==> src/rtl/tdm_demultiplexer_1to8_if.sv <==
// Link bundle between the 8-slot TDM multiplexer side and the 1-to-8 demultiplexer.
// TDM_DEMUX_FRAME_COUNT_EN adds the FrameCount/ErrCount status counters.
interface tdm_demultiplexer_1to8_if #(
  parameter int WIDTH = 1
);
  logic [WIDTH-1:0] D;
  logic             Valid;
  logic             Sync;
  logic [WIDTH-1:0] Y0, Y1, Y2, Y3, Y4, Y5, Y6, Y7;
  logic [2:0]       S;
  logic             FrameValid;
  logic             Locked;
  logic             SyncErr;
`ifdef TDM_DEMUX_FRAME_COUNT_EN
  logic [7:0]       FrameCount;
  logic [7:0]       ErrCount;
`endif

  modport master (
    output D, Valid, Sync,
    input  Y0, Y1, Y2, Y3, Y4, Y5, Y6, Y7, S, FrameValid, Locked, SyncErr
`ifdef TDM_DEMUX_FRAME_COUNT_EN
    , input FrameCount, ErrCount
`endif
  );

  modport slave (
    input  D, Valid, Sync,
    output Y0, Y1, Y2, Y3, Y4, Y5, Y6, Y7, S, FrameValid, Locked, SyncErr
`ifdef TDM_DEMUX_FRAME_COUNT_EN
    , output FrameCount, ErrCount
`endif
  );
endinterface

==> src/rtl/tdm_demultiplexer_1to8.sv <==
// 1-to-8 TDM demultiplexer: slot shadows, atomic frame publish, hunt/lock alignment.
// TDM_DEMUX_FRAME_COUNT_EN adds a wrapping frame counter and a saturating sync-error counter.
//
// state  | meaning
// HUNT   | not aligned; waiting for a Valid sample with Sync
// LOCKED | aligned; S is the slot the next sample lands in
module tdm_demultiplexer_1to8 #(
  parameter int WIDTH = 1
) (
  input  logic                   Clk,
  input  logic                   Rst,
  tdm_demultiplexer_1to8_if.slave bus
);

  typedef enum logic {HUNT = 1'b0, LOCKED = 1'b1} state_t;

  state_t           state_q, state_d;
  logic [2:0]       s_q, s_d;
  logic [2:0]       wr_idx;
  logic             take, publish, err;
  logic             fv_q, err_q;
  logic [WIDTH-1:0] shadow_q [7];
  logic [WIDTH-1:0] y_q [8];

  always_ff @(posedge Clk) begin
    if (Rst) state_q <= HUNT;
    else     state_q <= state_d;
  end

  always_comb begin
    state_d = state_q;
    if (bus.Valid) begin
      case (state_q)
        HUNT:    if (bus.Sync) state_d = LOCKED;
        LOCKED:  if (!bus.Sync && s_q == 3'd0) state_d = HUNT;
        default: state_d = HUNT;
      endcase
    end
  end

  // Slot 7 is never shadowed: it goes straight to Y on the publish edge.
  always_comb begin
    take    = 1'b0;
    wr_idx  = 3'd0;
    publish = 1'b0;
    err     = 1'b0;
    s_d     = s_q;
    if (bus.Valid) begin
      if (bus.Sync) begin
        take = 1'b1;
        s_d  = 3'd1;
        err  = (state_q == LOCKED) && (s_q != 3'd0);
      end else if (state_q == LOCKED) begin
        if (s_q == 3'd0) begin
          err = 1'b1;
        end else if (s_q == 3'd7) begin
          publish = 1'b1;
          s_d     = 3'd0;
        end else begin
          take   = 1'b1;
          wr_idx = s_q;
          s_d    = s_q + 3'd1;
        end
      end
    end
  end

  always_ff @(posedge Clk) begin
    if (Rst) begin
      s_q   <= 3'd0;
      fv_q  <= 1'b0;
      err_q <= 1'b0;
      for (int i = 0; i < 7; i++) shadow_q[i] <= '0;
      for (int i = 0; i < 8; i++) y_q[i] <= '0;
    end else begin
      s_q   <= s_d;
      fv_q  <= publish;
      err_q <= err;
      for (int i = 0; i < 7; i++)
        if (take && wr_idx == 3'(i)) shadow_q[i] <= bus.D;
      if (publish) begin
        for (int i = 0; i < 7; i++) y_q[i] <= shadow_q[i];
        y_q[7] <= bus.D;
      end
    end
  end

`ifdef TDM_DEMUX_FRAME_COUNT_EN
  logic [7:0] frame_cnt_q, err_cnt_q;

  always_ff @(posedge Clk) begin
    if (Rst) begin
      frame_cnt_q <= 8'd0;
      err_cnt_q   <= 8'd0;
    end else begin
      if (publish) frame_cnt_q <= frame_cnt_q + 8'd1;
      if (err && err_cnt_q != 8'hFF) err_cnt_q <= err_cnt_q + 8'd1;
    end
  end

  assign bus.FrameCount = frame_cnt_q;
  assign bus.ErrCount   = err_cnt_q;
`endif

  assign bus.Y0         = y_q[0];
  assign bus.Y1         = y_q[1];
  assign bus.Y2         = y_q[2];
  assign bus.Y3         = y_q[3];
  assign bus.Y4         = y_q[4];
  assign bus.Y5         = y_q[5];
  assign bus.Y6         = y_q[6];
  assign bus.Y7         = y_q[7];
  assign bus.S          = s_q;
  assign bus.FrameValid = fv_q;
  assign bus.Locked     = (state_q == LOCKED);
  assign bus.SyncErr    = err_q;

endmodule

==> src/flat_wrapper.sv <==
// flat-port wrapper written by rule: the top's interface ports become plain ports
module tdm_demultiplexer_1to8_flat 
#(
  parameter int WIDTH = 1
)
  (Clk, Rst, bus_D, bus_Valid, bus_Sync, bus_Y0, bus_Y1, bus_Y2, bus_Y3, bus_Y4, bus_Y5, bus_Y6, bus_Y7, bus_S, bus_FrameValid, bus_Locked, bus_SyncErr);
  tdm_demultiplexer_1to8_if #(.WIDTH(WIDTH)) bus_i ();
  input  logic Clk;
  input  logic Rst;
  input wire logic [$bits(bus_i.D)-1:0] bus_D;
  input wire logic [$bits(bus_i.Valid)-1:0] bus_Valid;
  input wire logic [$bits(bus_i.Sync)-1:0] bus_Sync;
  output wire logic [$bits(bus_i.Y0)-1:0] bus_Y0;
  output wire logic [$bits(bus_i.Y1)-1:0] bus_Y1;
  output wire logic [$bits(bus_i.Y2)-1:0] bus_Y2;
  output wire logic [$bits(bus_i.Y3)-1:0] bus_Y3;
  output wire logic [$bits(bus_i.Y4)-1:0] bus_Y4;
  output wire logic [$bits(bus_i.Y5)-1:0] bus_Y5;
  output wire logic [$bits(bus_i.Y6)-1:0] bus_Y6;
  output wire logic [$bits(bus_i.Y7)-1:0] bus_Y7;
  output wire logic [$bits(bus_i.S)-1:0] bus_S;
  output wire logic [$bits(bus_i.FrameValid)-1:0] bus_FrameValid;
  output wire logic [$bits(bus_i.Locked)-1:0] bus_Locked;
  output wire logic [$bits(bus_i.SyncErr)-1:0] bus_SyncErr;
  assign bus_i.D = bus_D;
  assign bus_i.Valid = bus_Valid;
  assign bus_i.Sync = bus_Sync;
  assign bus_Y0 = bus_i.Y0;
  assign bus_Y1 = bus_i.Y1;
  assign bus_Y2 = bus_i.Y2;
  assign bus_Y3 = bus_i.Y3;
  assign bus_Y4 = bus_i.Y4;
  assign bus_Y5 = bus_i.Y5;
  assign bus_Y6 = bus_i.Y6;
  assign bus_Y7 = bus_i.Y7;
  assign bus_S = bus_i.S;
  assign bus_FrameValid = bus_i.FrameValid;
  assign bus_Locked = bus_i.Locked;
  assign bus_SyncErr = bus_i.SyncErr;
  tdm_demultiplexer_1to8 #(.WIDTH(WIDTH)) u_core (.Clk(Clk), .Rst(Rst), .bus(bus_i));
endmodule
==> config.mk <==
export PLATFORM = sky130hd
export DESIGN_NAME = tdm_demultiplexer_1to8_flat
export DESIGN_NICKNAME = d
export VERILOG_FILES = /design/src/rtl/tdm_demultiplexer_1to8_if.sv /design/src/rtl/tdm_demultiplexer_1to8.sv /design/src/flat_wrapper.sv
export SDC_FILE = /design/constraint.sdc
export NUM_CORES = 1
export LEC_CHECK = 0
export ABC_AREA = 1
export BUFFER_PORTS_ARGS = -buffer_cell sky130_fd_sc_hd__buf_2
export CORE_MARGIN = 1
export CORE_UTILIZATION = 47
export CTS_CLUSTER_DIAMETER = 150
export DETAILED_ROUTE_END_ITERATION = 8
export PLACE_DENSITY = 0.76
export SETUP_SLACK_MARGIN = 0.4
export SYNTH_ARGS = -nofsm -noshare
export SYNTH_HDL_FRONTEND = slang
export SYNTH_SLANG_ARGS = --single-unit
export TNS_END_PERCENT = 100
==> constraint.sdc <==
create_clock -name Clk -period 2.8 [get_ports Clk]
set_input_delay 0 -clock Clk [delete_from_list [all_inputs] [get_ports Clk]]
set_output_delay 0 -clock Clk [all_outputs]
set_load 0.005 [all_outputs]
==> results of run 1 <==
## worst max-delay path: stages (launching register included)
cell and delay (ps):
sky130_fd_sc_hd__dfxtp_1 380, sky130_fd_sc_hd__ha_1 260, sky130_fd_sc_hd__ha_1 200, sky130_fd_sc_hd__inv_1 90
sky130_fd_sc_hd__nand3_2 140, sky130_fd_sc_hd__nor2_2 150, sky130_fd_sc_hd__nand3_1 100, sky130_fd_sc_hd__nand2_1 80
## per-stage QoR
step | instances | area, um2 | setup WS [ps] | hold slack (ps)
5_1_grt | 169 | 1220 | 986 | 158
3_3_place_gp | 162 | 1160 | 1210 | 254
2_1_floorplan | 119 | 1050 | 1260 | 69.1
6_report | 169 | 1220 | 1130 | 142
4_1_cts | 169 | 1220 | 1130 | 135
3_5_place_dp | 162 | 1160 | 1150 | 258
## cells by family after synthesis
group	synth area share, %
flip-flops	54.4
AO/OA/AOI/OAI	3.81
AND/OR/NAND/NOR	26.5
adder cells (fa/ha/maj)	5.96
buffers and inverters	9.42
## Yosys cell counts
cell | n | share of area, %
sky130_fd_sc_hd__a21oi_2 | 1 | 0.83
sky130_fd_sc_hd__nor2_1 | 18 | 6.4
sky130_fd_sc_hd__o22ai_1 | 1 | 0.60
sky130_fd_sc_hd__nor2_2 | 3 | 1.8
sky130_fd_sc_hd__nand4_1 | 1 | 0.60
sky130_fd_sc_hd__buf_2 | 1 | 0.48
sky130_fd_sc_hd__edfxtp_1 | 15 | 43
sky130_fd_sc_hd__nand2_1 | 26 | 9.3
sky130_fd_sc_hd__a21oi_1 | 3 | 1.4
sky130_fd_sc_hd__nand2_2 | 2 | 1.2
sky130_fd_sc_hd__nand3_1 | 7 | 3.3
sky130_fd_sc_hd__o21ai_1 | 2 | 0.95
sky130_fd_sc_hd__ha_1 | 5 | 6.0
sky130_fd_sc_hd__buf_4 | 1 | 0.72
sky130_fd_sc_hd__dfxtp_1 | 6 | 11
sky130_fd_sc_hd__inv_1 | 20 | 7.2
sky130_fd_sc_hd__nor3_2 | 1 | 0.95
sky130_fd_sc_hd__inv_2 | 3 | 1.1
sky130_fd_sc_hd__nand3_2 | 3 | 2.9
## flip-flops by register name (all words and copies together) (netlist names)
register and flops:
u_core.bus.FrameValid 1, u_core.bus.Locked 1, u_core.bus.S 3, u_core.bus.SyncErr 1, u_core.shadow_q 7, u_core.y_q 8
## routing by layer
metal / vias to the layer above / wire, um / track usage [%]
met5: - / 0 / 0
met4: 0 / 12 / 6.86
met3: 2 / 63 / 2.80
met2: 18 / 858 / 26.3
met1: 362 / 734 / 18.8
li1: 420 / - / -
## layout make-up
class / instances / area (um2) / share of cell area [%]
Sequential cell: 21 / 571 / 46.8
Multi-Input combinational cell: 73 / 380 / 31.2
Timing Repair Buffer: 21 / 120 / 9.86
Inverter: 23 / 86.3 / 7.08
Tap cell: 27 / 33.8 / 2.77
Clock buffer: 3 / 22.5 / 1.85
Clock inverter: 1 / 5.00 / 0.411
## worst paths after layout
check,startpoint,endpoint,slack (ps),cells past startpoint
max,u_core.bus.S[0]$_SDFFE_PP0P_,u_core.shadow_q[0][5]$_DFFE_PP_,1130,7
min,bus_D,u_core.shadow_q[0][0]$_SDFFCE_PN0P_,140,3
max reg2reg,u_core.bus.S[0]$_SDFFE_PP0P_,u_core.shadow_q[0][5]$_DFFE_PP_,1130,7
min reg2reg,u_core.bus.S[2]$_SDFFE_PP0P_,u_core.bus.S[2]$_SDFFE_PP0P_,540,2
## power by group through the flow
stage          registers [W]  logic (W)  clock network (W)
6_report            0.000350  0.0000511           0.000145
2_1_floorplan       0.000358  0.0000314                  0
3_3_place_gp        0.000357  0.0000476                  0
5_1_grt             0.000352  0.0000574           0.000164
4_1_cts             0.000350  0.0000514           0.000151
3_5_place_dp        0.000357  0.0000481                  0
==> results_dict.tcl, run 1 <==
set metrics [dict create \
    outcome "finished, final reports clean" \
    clock_path_buffers 2 \
    power_leakage_nw 0.567 \
    pwr-share-comb_pct 9.4 \
    clock_power_share_pct 26.6 \
    vdd.ir_drop.worst_mv 0.225 \
    wl_per_cell_um 9.87 \
    firstDrtPassIters 4 \
    yosysWarnings 0 \
    layout.cells.most_common_list "26 x sky130_fd_sc_hd__nand2_1, 20 x sky130_fd_sc_hd__inv_1, 18 x sky130_fd_sc_hd__nor2_1, 18 x sky130_fd_sc_hd__buf_2, 15 x sky130_fd_sc_hd__edfxtp_1" \
    dr.first_iter.drc_count 19 \
    maxCapViolations 0 \
    rsz_0062_raised_after_global_routing "false" \
    hold_buffers 3 \
    timing.final.setup_violations 0 \
    final_max_slew_viol_count 0 \
    nNetsFinal 153 \
    power.share.sequential_pct 64.0 \
    core_region_area_mm2 0.00202 \
    timing.final.crit_share_pct 59.6 \
    final-hold-violation-count 0 \
    maximum_number_of_pins_on_one_net_before_global_route_repair 13 \
    tightest_slew_ps 328 \
    floorplan.rows 16 \
    dr_total_vias 802 \
    critPathRequiredTime_ps 2840 \
    detailedPlacementHpwl_mm 1.27 \
    post_cts_resized 0 \
    maximum_clock_frequency_mhz 600 \
    power_switching_share_pct 23.7 \
    ant_nets 0 \
    period_needed_ps 1670 \
    global_route_usage_over_all_layers_pct 15.4 \
    synth-seq-area-share_pct 54.4 \
    fill_cells 179 \
    num_antenna_cells 0 \
    critPathLaunchType "flop" \
    die-width_um 49.3 \
    net_switching_power_w 0.000130 \
    layout-area-overhead-vs-synth_pct 16.1 \
    floorplan.die_area_mm2 0.00243 \
    layout.core_utilization_pct 60.3 \
    cellInternalPower_w 0.000417 \
    remaining_design_rule_violation_count 0 \
    gp_routability_congestion 0.858 \
    cts_root_buffer "sky130_fd_sc_hd__clkbuf_4" \
    numCtsBuffers 3 \
    syn_avg_cell_area_um2 8.82 \
    buffer_ports.inserted 18 \
    number_of_top_level_pins 19 \
    syn-cell-area_mm2 0.00105 \
    kind_of_critical_path "flop to flop" \
    grt-ovfl-total 0 \
    cts_tree "built" \
    mappedNetlistNets 129 \
    layout.cells.most_common "sky130_fd_sc_hd__nand2_1" \
    cp_data_arrival_time_ps 1710 \
    synth_cell_types 19 \
    endpoint_kind "flop" \
    fin_total_pwr_w 0.000546 \
    clkLatencyLatePin_ps 300 \
    ys_ff_latch 21 \
    fin_tns_setup_ps 0 \
    grt_pass1_vias 737 \
    vias_per_cell 4.75 \
    worstHoldPathType "primary input to flop" \
    number_of_standard_cells_after_synthesis 119 \
    clk_pin_slew_worst_paths_ps 120 \
    crit_path_max_fanout 5 \
    wire_length_of_the_first_global_routing_pass_mm 2.90 \
    power_per_cell_area_mw_per_mm2 448 \
    die_height_um 49.3 \
    grt_antenna_before_repair 0 \
    worst_clock_skew_ps 5.53 \
    detail_route.wirelength_mm 1.67 \
    htree_levels 1 \
    clock_sink_count 21 \
    slew-limit-headroom_pct 78.1 \
    post_cts_buffers 0 \
    drive_above_1_share_pct 24.6 \
    initial_core_util_pct 51.9 \
]
Power figures use the tool's default switching activity.
==> run 2: changes to the inputs <==
--- a/config.mk
+++ b/config.mk
@@ -11,7 +11,7 @@
 export CORE_UTILIZATION = 47
 export CTS_CLUSTER_DIAMETER = 150
 export DETAILED_ROUTE_END_ITERATION = 8
-export PLACE_DENSITY = 0.76
+export PLACE_DENSITY = 0.79
 export SETUP_SLACK_MARGIN = 0.4
 export SYNTH_ARGS = -nofsm -noshare
 export SYNTH_HDL_FRONTEND = slang
==> constraint.sdc (replaced) <==
create_clock -name Clk -period 1.5 [get_ports Clk]
set_input_delay 0 -clock Clk [delete_from_list [all_inputs] [get_ports Clk]]
set_output_delay 0 -clock Clk [all_outputs]
set_load 0.005 [all_outputs]
==> run 2 against run 1 <==
Effect of this change: the flow now finishes with violations (setup timing); sequential cell count unchanged; count of clock-buffer cells in the layout unchanged; cell count up 6.5%; clock skew down 2.1 ps; design area up 24%; largest power group unchanged; utilization up 14 points; sequential power up 86%; highest routed layer unchanged; wire length up 44%.
==> results_dict.tcl, run 2 (synthesis results as in run 1) <==
set metrics [dict create \
    power_per_cell_area_mw_per_mm2 709 \
    dr.first_iter.drc_count 33 \
    crit_path_top_delay_cell "sky130_fd_sc_hd__dfxtp_4" \
    failing_checks "setup timing" \
    worstReg2RegEnd "u_core.shadow_q[0][0]$_SDFFCE_PN0P_" \
    maxCapViolations 0 \
    clock_sink_count 21 \
    firstDrtPassIters 4 \
    clkLatencyLatePin_ps 310 \
    worstPathCellList "ha_4, ha_4, inv_4, nand3_4, a21oi_2, nand2_1, nand2_1" \
    drive_above_1_share_pct 51.6 \
    die_height_um 49.3 \
    ant_nets 0 \
    worstRegToRegCells 7 \
    layout.cells.most_common "sky130_fd_sc_hd__nand2_1" \
    power_leakage_nw 0.643 \
    worstHoldPathType "primary input to flop" \
    critPathLaunchType "flop" \
    clock_path_buffers 2 \
    rsz_0062_raised_after_global_routing "true" \
    maximum_clock_frequency_mhz 656 \
    cts_root_buffer "sky130_fd_sc_hd__clkbuf_4" \
    fin_total_pwr_w 0.00107 \
    layout.cells.most_common_list "20 x sky130_fd_sc_hd__nand2_1, 18 x sky130_fd_sc_hd__buf_2, 15 x sky130_fd_sc_hd__inv_1, 15 x sky130_fd_sc_hd__edfxtp_1, 11 x sky130_fd_sc_hd__nor2_1" \
    cts_tree "built" \
    outcome "finished with violations" \
    htree_levels 1 \
    layout-area-overhead-vs-synth_pct 43.7 \
    worst_path_largest_cell_delay_ps 390 \
    detail_route.wirelength_mm 2.41 \
    num_antenna_cells 0 \
    critPathRequiredTime_ps 1550 \
    floorplan.die_area_mm2 0.00243 \
    timing.final.setup_violations 17 \
    critical_path.top_delay_family "flip-flops" \
    post-place-cells 164 \
    period_needed_ps 1520 \
    core_region_area_mm2 0.00202 \
    r2r_start "u_core.bus.S[1]$_SDFFE_PP0P_" \
    layout.cells.non_filler 180 \
    nNetsFinal 164 \
    maximum_number_of_pins_on_one_net_before_global_route_repair 13 \
    wire_length_of_the_first_global_routing_pass_mm 3.93 \
    setup.reg_to_reg.worst_slack_ps -20 \
    wl_per_cell_um 13.4 \
    remaining_design_rule_violation_count 0 \
    final_max_slew_viol_count 0 \
    vdd.ir_drop.worst_mv 0.576 \
    grt_pass1_vias 869 \
    buffer_ports.inserted 18 \
    kind_of_critical_path "flop to flop" \
    holdPathEnd "u_core.bus.SyncErr$_SDFF_PP0_" \
    endpoint_kind "flop" \
    final-hold-violation-count 0 \
    global_route_usage_over_all_layers_pct 22.1 \
    detailedPlacementHpwl_mm 1.47 \
    holdPathStages 3 \
    grt-ovfl-total 0 \
    number_of_top_level_pins 19 \
    grt_antenna_before_repair 0 \
    die-width_um 49.3 \
    slew-limit-headroom_pct 81.2 \
    cp_data_arrival_time_ps 1570 \
    layout.core_utilization_pct 74.6 \
    initial_core_util_pct 51.9 \
    numCtsBuffers 3 \
    vias_per_cell 5.11 \
    timing.final.crit_share_pct 102 \
    hold_path_startpoint "bus_Valid" \
    dr_total_vias 919 \
    clk_pin_slew_worst_paths_ps 120 \
    timing.final.ws_setup_ps -23.7 \
    regMostFlops "u_core.y_q" \
    cp.buffers_inverters 1 \
    crit_path_max_fanout 6 \
    largest_register_ff_count 8 \
    gp_routability_congestion 0.887 \
    worst_clock_skew_ps 3.43 \
    tightest_slew_ps 282 \
    floorplan.rows 16 \
]
run 2: tightest hold or removal path: stages:
cell and delay, ps:
sky130_fd_sc_hd__buf_2 170, sky130_fd_sc_hd__nand2_1 100, sky130_fd_sc_hd__nor2_1 40
run 2: repair_timing:
item,in CTS,in global routing
resized for setup,19,13
pin swaps,9,6
endpoints found under the setup margin,32,33
cloned,0,0
buffers inserted,6,3
hold buffers,3,0
endpoints found under the hold margin,4,0
run 2: per-stage QoR:
| stage | setup slack, ps | setup TNS, ps | area, um2 | hold WS [ps] |
|---|---|---|---|---|
| finish | -23.7 | -249 | 1510 | 25.1 |
| global route | -88.7 | -844 | 1510 | 25.3 |
| CTS | 21.4 | 0 | 1440 | 16.5 |
| detailed placement | 6.38 | 0 | 1260 | 246 |
| global placement | 42.2 | 0 | 1260 | 245 |
| floorplan | 95.3 | 0 | 1130 | 59.4 |
run 2: worst max-delay path by stage:
stage / startpoint / to / slack [ps] / cells after the start
global placement: u_core.bus.S[1]$_SDFFE_PP0P_ / u_core.shadow_q[0][2]$_SDFFCE_PN0P_ / 40 / 7
detailed placement: u_core.bus.S[1]$_SDFFE_PP0P_ / u_core.shadow_q[0][0]$_SDFFCE_PN0P_ / 6 / 7
floorplan: u_core.bus.S[1]$_SDFFE_PP0P_ / u_core.shadow_q[0][2]$_SDFFCE_PN0P_ / 100 / 7
global route: u_core.bus.S[1]$_SDFFE_PP0P_ / u_core.shadow_q[0][3]$_SDFFCE_PN0P_ / -90 / 7
finish: u_core.bus.S[1]$_SDFFE_PP0P_ / u_core.shadow_q[0][0]$_SDFFCE_PN0P_ / -20 / 7
CTS: u_core.bus.S[1]$_SDFFE_PP0P_ / u_core.shadow_q[0][0]$_SDFFCE_PN0P_ / 20 / 7
run 2: power by group:
| group | leakage [nW] | internal, W | total, W | switching [W] |
|---|---|---|---|---|
| clock network | 0.0177 | 0.0000998 | 0.000277 | 0.000177 |
| registers | 0.205 | 0.000641 | 0.000652 | 0.0000114 |
| logic | 0.421 | 0.0000551 | 0.000140 | 0.0000853 |
| total | 0.643 | 0.000796 | 0.00107 | 0.000274 |
run 2: final cells by class:
| cell class | count | area [um2] |
|---|---|---|
| inverter | 23 | 88.8 |
| clock buffer | 3 | 22.5 |
| timing repair buffer | 32 | 210 |
| clock inverter | 1 | 5.00 |
| tap | 27 | 33.8 |
| sequential | 21 | 579 |
| multi-input combinational | 73 | 569 |
| fill | 150 | 513 |
run 2: metal layers:
| metal | global-route usage (%) | vias to the layer above | part of all wire, % |
|---|---|---|---|
| li1 | - | 446 | - |
| met5 | 0 | - | 0 |
| met4 | 12.7 | 0 | 4.3 |
| met3 | 3.12 | 11 | 4.2 |
| met2 | 37.7 | 28 | 51 |
| met1 | 26.3 | 434 | 41 |
==> run 3: changes to the inputs <==
--- a/config.mk
+++ b/config.mk
@@ -8,10 +8,10 @@
 export ABC_AREA = 1
 export BUFFER_PORTS_ARGS = -buffer_cell sky130_fd_sc_hd__buf_2
 export CORE_MARGIN = 1
-export CORE_UTILIZATION = 47
+export CORE_UTILIZATION = 48
 export CTS_CLUSTER_DIAMETER = 150
 export DETAILED_ROUTE_END_ITERATION = 8
-export PLACE_DENSITY = 0.79
+export PLACE_DENSITY = 0.8
 export SETUP_SLACK_MARGIN = 0.4
 export SYNTH_ARGS = -nofsm -noshare
 export SYNTH_HDL_FRONTEND = slang
==> run 3 against run 2 <==
Effect of this change: the flow still finishes with violations (setup timing); register-to-register slack about the same; design area decreased by 4.7%; die area decreased by 2.0%; sequential share of layout area increased by 2.0 points; global-route usage down 2.0 points.
==> results_dict.tcl, run 3 (synthesis results as in run 1) <==
set metrics [dict create \
    gp_routability_congestion 0.882 \
    worstHoldPathType "primary input to flop" \
    grt_pass1_vias 856 \
    maxCapViolations 0 \
    post_route_design_area_mm2 0.00144 \
    worst_path_largest_cell_delay_ps 390 \
    layout.cells.most_common "sky130_fd_sc_hd__nand2_1" \
    timing.final.setup_violations 3 \
    rsz_0062_raised_after_global_routing "true" \
    final-hold-violation-count 0 \
    cp.buffers_inverters 1 \
    grt-ovfl-total 0 \
    firstDrtPassIters 4 \
    grt_antenna_before_repair 0 \
    vdd.ir_drop.worst_mv 0.497 \
    clock_path_buffers 2 \
    layout.core_utilization_pct 71.8 \
    kind_of_critical_path "flop to flop" \
    cts_root_buffer "sky130_fd_sc_hd__clkbuf_4" \
    num_antenna_cells 0 \
    critPathRequiredTime_ps 1550 \
    dr_total_vias 905 \
    holdPathEnd "u_core.bus.SyncErr$_SDFF_PP0_" \
    nNetsFinal 161 \
    timing.final.ws_setup_ps -30.2 \
    maximum_number_of_pins_on_one_net_before_global_route_repair 12 \
    clkLatencyLatePin_ps 310 \
    floorplan.die_area_mm2 0.00238 \
    final_max_slew_viol_count 0 \
    detailedPlacementHpwl_mm 1.41 \
    outcome "finished with violations" \
    cp_data_arrival_time_ps 1580 \
    fin_tns_setup_ps -68.6 \
    timing.final.crit_share_pct 102 \
    placed_area_mm2 0.00125 \
    worst_clock_skew_ps 12.1 \
    die-width_um 48.8 \
    initial_core_util_pct 52.4 \
    global_route_usage_over_all_layers_pct 20.1 \
    critical_path.top_delay_family "simple AND/OR/NAND/NOR gates" \
    clock_sink_count 21 \
    hold_path_startpoint "bus_Valid" \
    wl_per_cell_um 12.6 \
    worstReg2RegEnd "u_core.shadow_q[0][2]$_SDFFCE_PN0P_" \
    regMostFlops "u_core.y_q" \
    numCtsBuffers 3 \
    htree_levels 1 \
    core_region_area_mm2 0.00200 \
    cts_tree "built" \
    dr.first_iter.drc_count 33 \
    layout-area-overhead-vs-synth_pct 36.9 \
    crit_path_max_fanout 5 \
    r2r_start "u_core.bus.S[0]$_SDFFE_PP0P_" \
    pre_cts_slack_ps 1.54 \
    setup.reg_to_reg.worst_slack_ps -30 \
    detail_route.wirelength_mm 2.24 \
    buffer_ports.inserted 18 \
    slew-limit-headroom_pct 85.9 \
    remaining_design_rule_violation_count 0 \
    power_per_cell_area_mw_per_mm2 731 \
    drive_above_1_share_pct 47.3 \
    ant_nets 0 \
    failing_checks "setup timing" \
    wire_length_of_the_first_global_routing_pass_mm 3.59 \
    vias_per_cell 5.11 \
    floorplan.rows 16 \
    tightest_slew_ps 211 \
    die_height_um 48.8 \
    worstPathCellList "ha_4, ha_4, inv_4, nand3_4, nor3_4, nand2_1, nand2_1" \
    clk_pin_slew_worst_paths_ps 120 \
    holdPathStages 3 \
    number_of_top_level_pins 19 \
    largest_register_ff_count 8 \
    power_leakage_nw 0.606 \
    layout.cells.most_common_list "22 x sky130_fd_sc_hd__nand2_1, 18 x sky130_fd_sc_hd__buf_2, 15 x sky130_fd_sc_hd__edfxtp_1" \
    endpoint_kind "flop" \
    fin_total_pwr_w 0.00105 \
    maximum_clock_frequency_mhz 654 \
    critPathLaunchType "flop" \
    period_needed_ps 1530 \
    crit_path_top_delay_cell "sky130_fd_sc_hd__dfxtp_4" \
    worstRegToRegCells 7 \
]
-- run 3: cell types whose count changed in the layout (fill, tap and decap cells not counted), sizes merged --
cell	before	now
clkbuf	3	4
clkinv	1	0
buf	29	26
-- run 3: cell type report --
type / count / area, um2
multi-input combinational: 73 / 524
timing repair buffer: 29 / 184
inverter: 23 / 88.8
tap: 27 / 33.8
clock buffer: 4 / 26.3
fill: 153 / 564
sequential: 21 / 581
-- run 3: per-layer routing --
layer | GRT usage (%) | vias to the layer above | routed length [um]
met5 | 0 | - | 0
met3 | 3.46 | 11 | 163
met2 | 37.0 | 49 | 1180
met1 | 21.9 | 407 | 807
met4 | 9.80 | 0 | 88
li1 | - | 438 | -
-- run 3: how the worst max path moves through the flow --
stage | start | end | slack [ps] | cells past startpoint
6_report | u_core.bus.S[0]$_SDFFE_PP0P_ | u_core.shadow_q[0][2]$_SDFFCE_PN0P_ | -30 | 7
4_1_cts | u_core.bus.S[0]$_SDFFE_PP0P_ | u_core.shadow_q[0][2]$_SDFFCE_PN0P_ | 30 | 7
2_1_floorplan | u_core.bus.S[1]$_SDFFE_PP0P_ | u_core.shadow_q[0][2]$_SDFFCE_PN0P_ | 100 | 7
5_1_grt | u_core.bus.S[0]$_SDFFE_PP0P_ | u_core.shadow_q[0][2]$_SDFFCE_PN0P_ | -110 | 7
3_5_place_dp | u_core.bus.S[1]$_SDFFE_PP0P_ | u_core.shadow_q[0][2]$_SDFFCE_PN0P_ | 2 | 7
3_3_place_gp | u_core.bus.S[1]$_SDFFE_PP0P_ | u_core.shadow_q[0][2]$_SDFFCE_PN0P_ | 40 | 7
-- run 3: where the power goes --
| part | switching [W] | leakage, nW | total [W] | internal (W) |
|---|---|---|---|---|
| Sequential | 0.0000124 | 0.205 | 0.000653 | 0.000641 |
| Combinational | 0.0000746 | 0.386 | 0.000122 | 0.0000478 |
| Clock | 0.000171 | 0.0150 | 0.000275 | 0.000104 |
| Total | 0.000258 | 0.606 | 0.00105 | 0.000793 |
-- run 3: tightest hold or removal path: stages --
cell                      delay [ps]
sky130_fd_sc_hd__buf_2           170
sky130_fd_sc_hd__nand2_1          90
sky130_fd_sc_hd__nor2_1           40
-- run 3: through the flow --
step,std cells,hold WS (ps)
final,177,27.9
after global routing,177,31.8
after CTS,174,0.0239
after detailed placement,163,238
after global placement,163,244
after floorplan,119,59.4
-- run 3: what timing repair did --
action,in CTS,in global routing
pin swaps,9,4
setup endpoints to repair,32,33
resized for setup,15,8
hold buffers,2,1
hold endpoints to repair,4,1
setup buffers,5,2
gates cloned,0,0
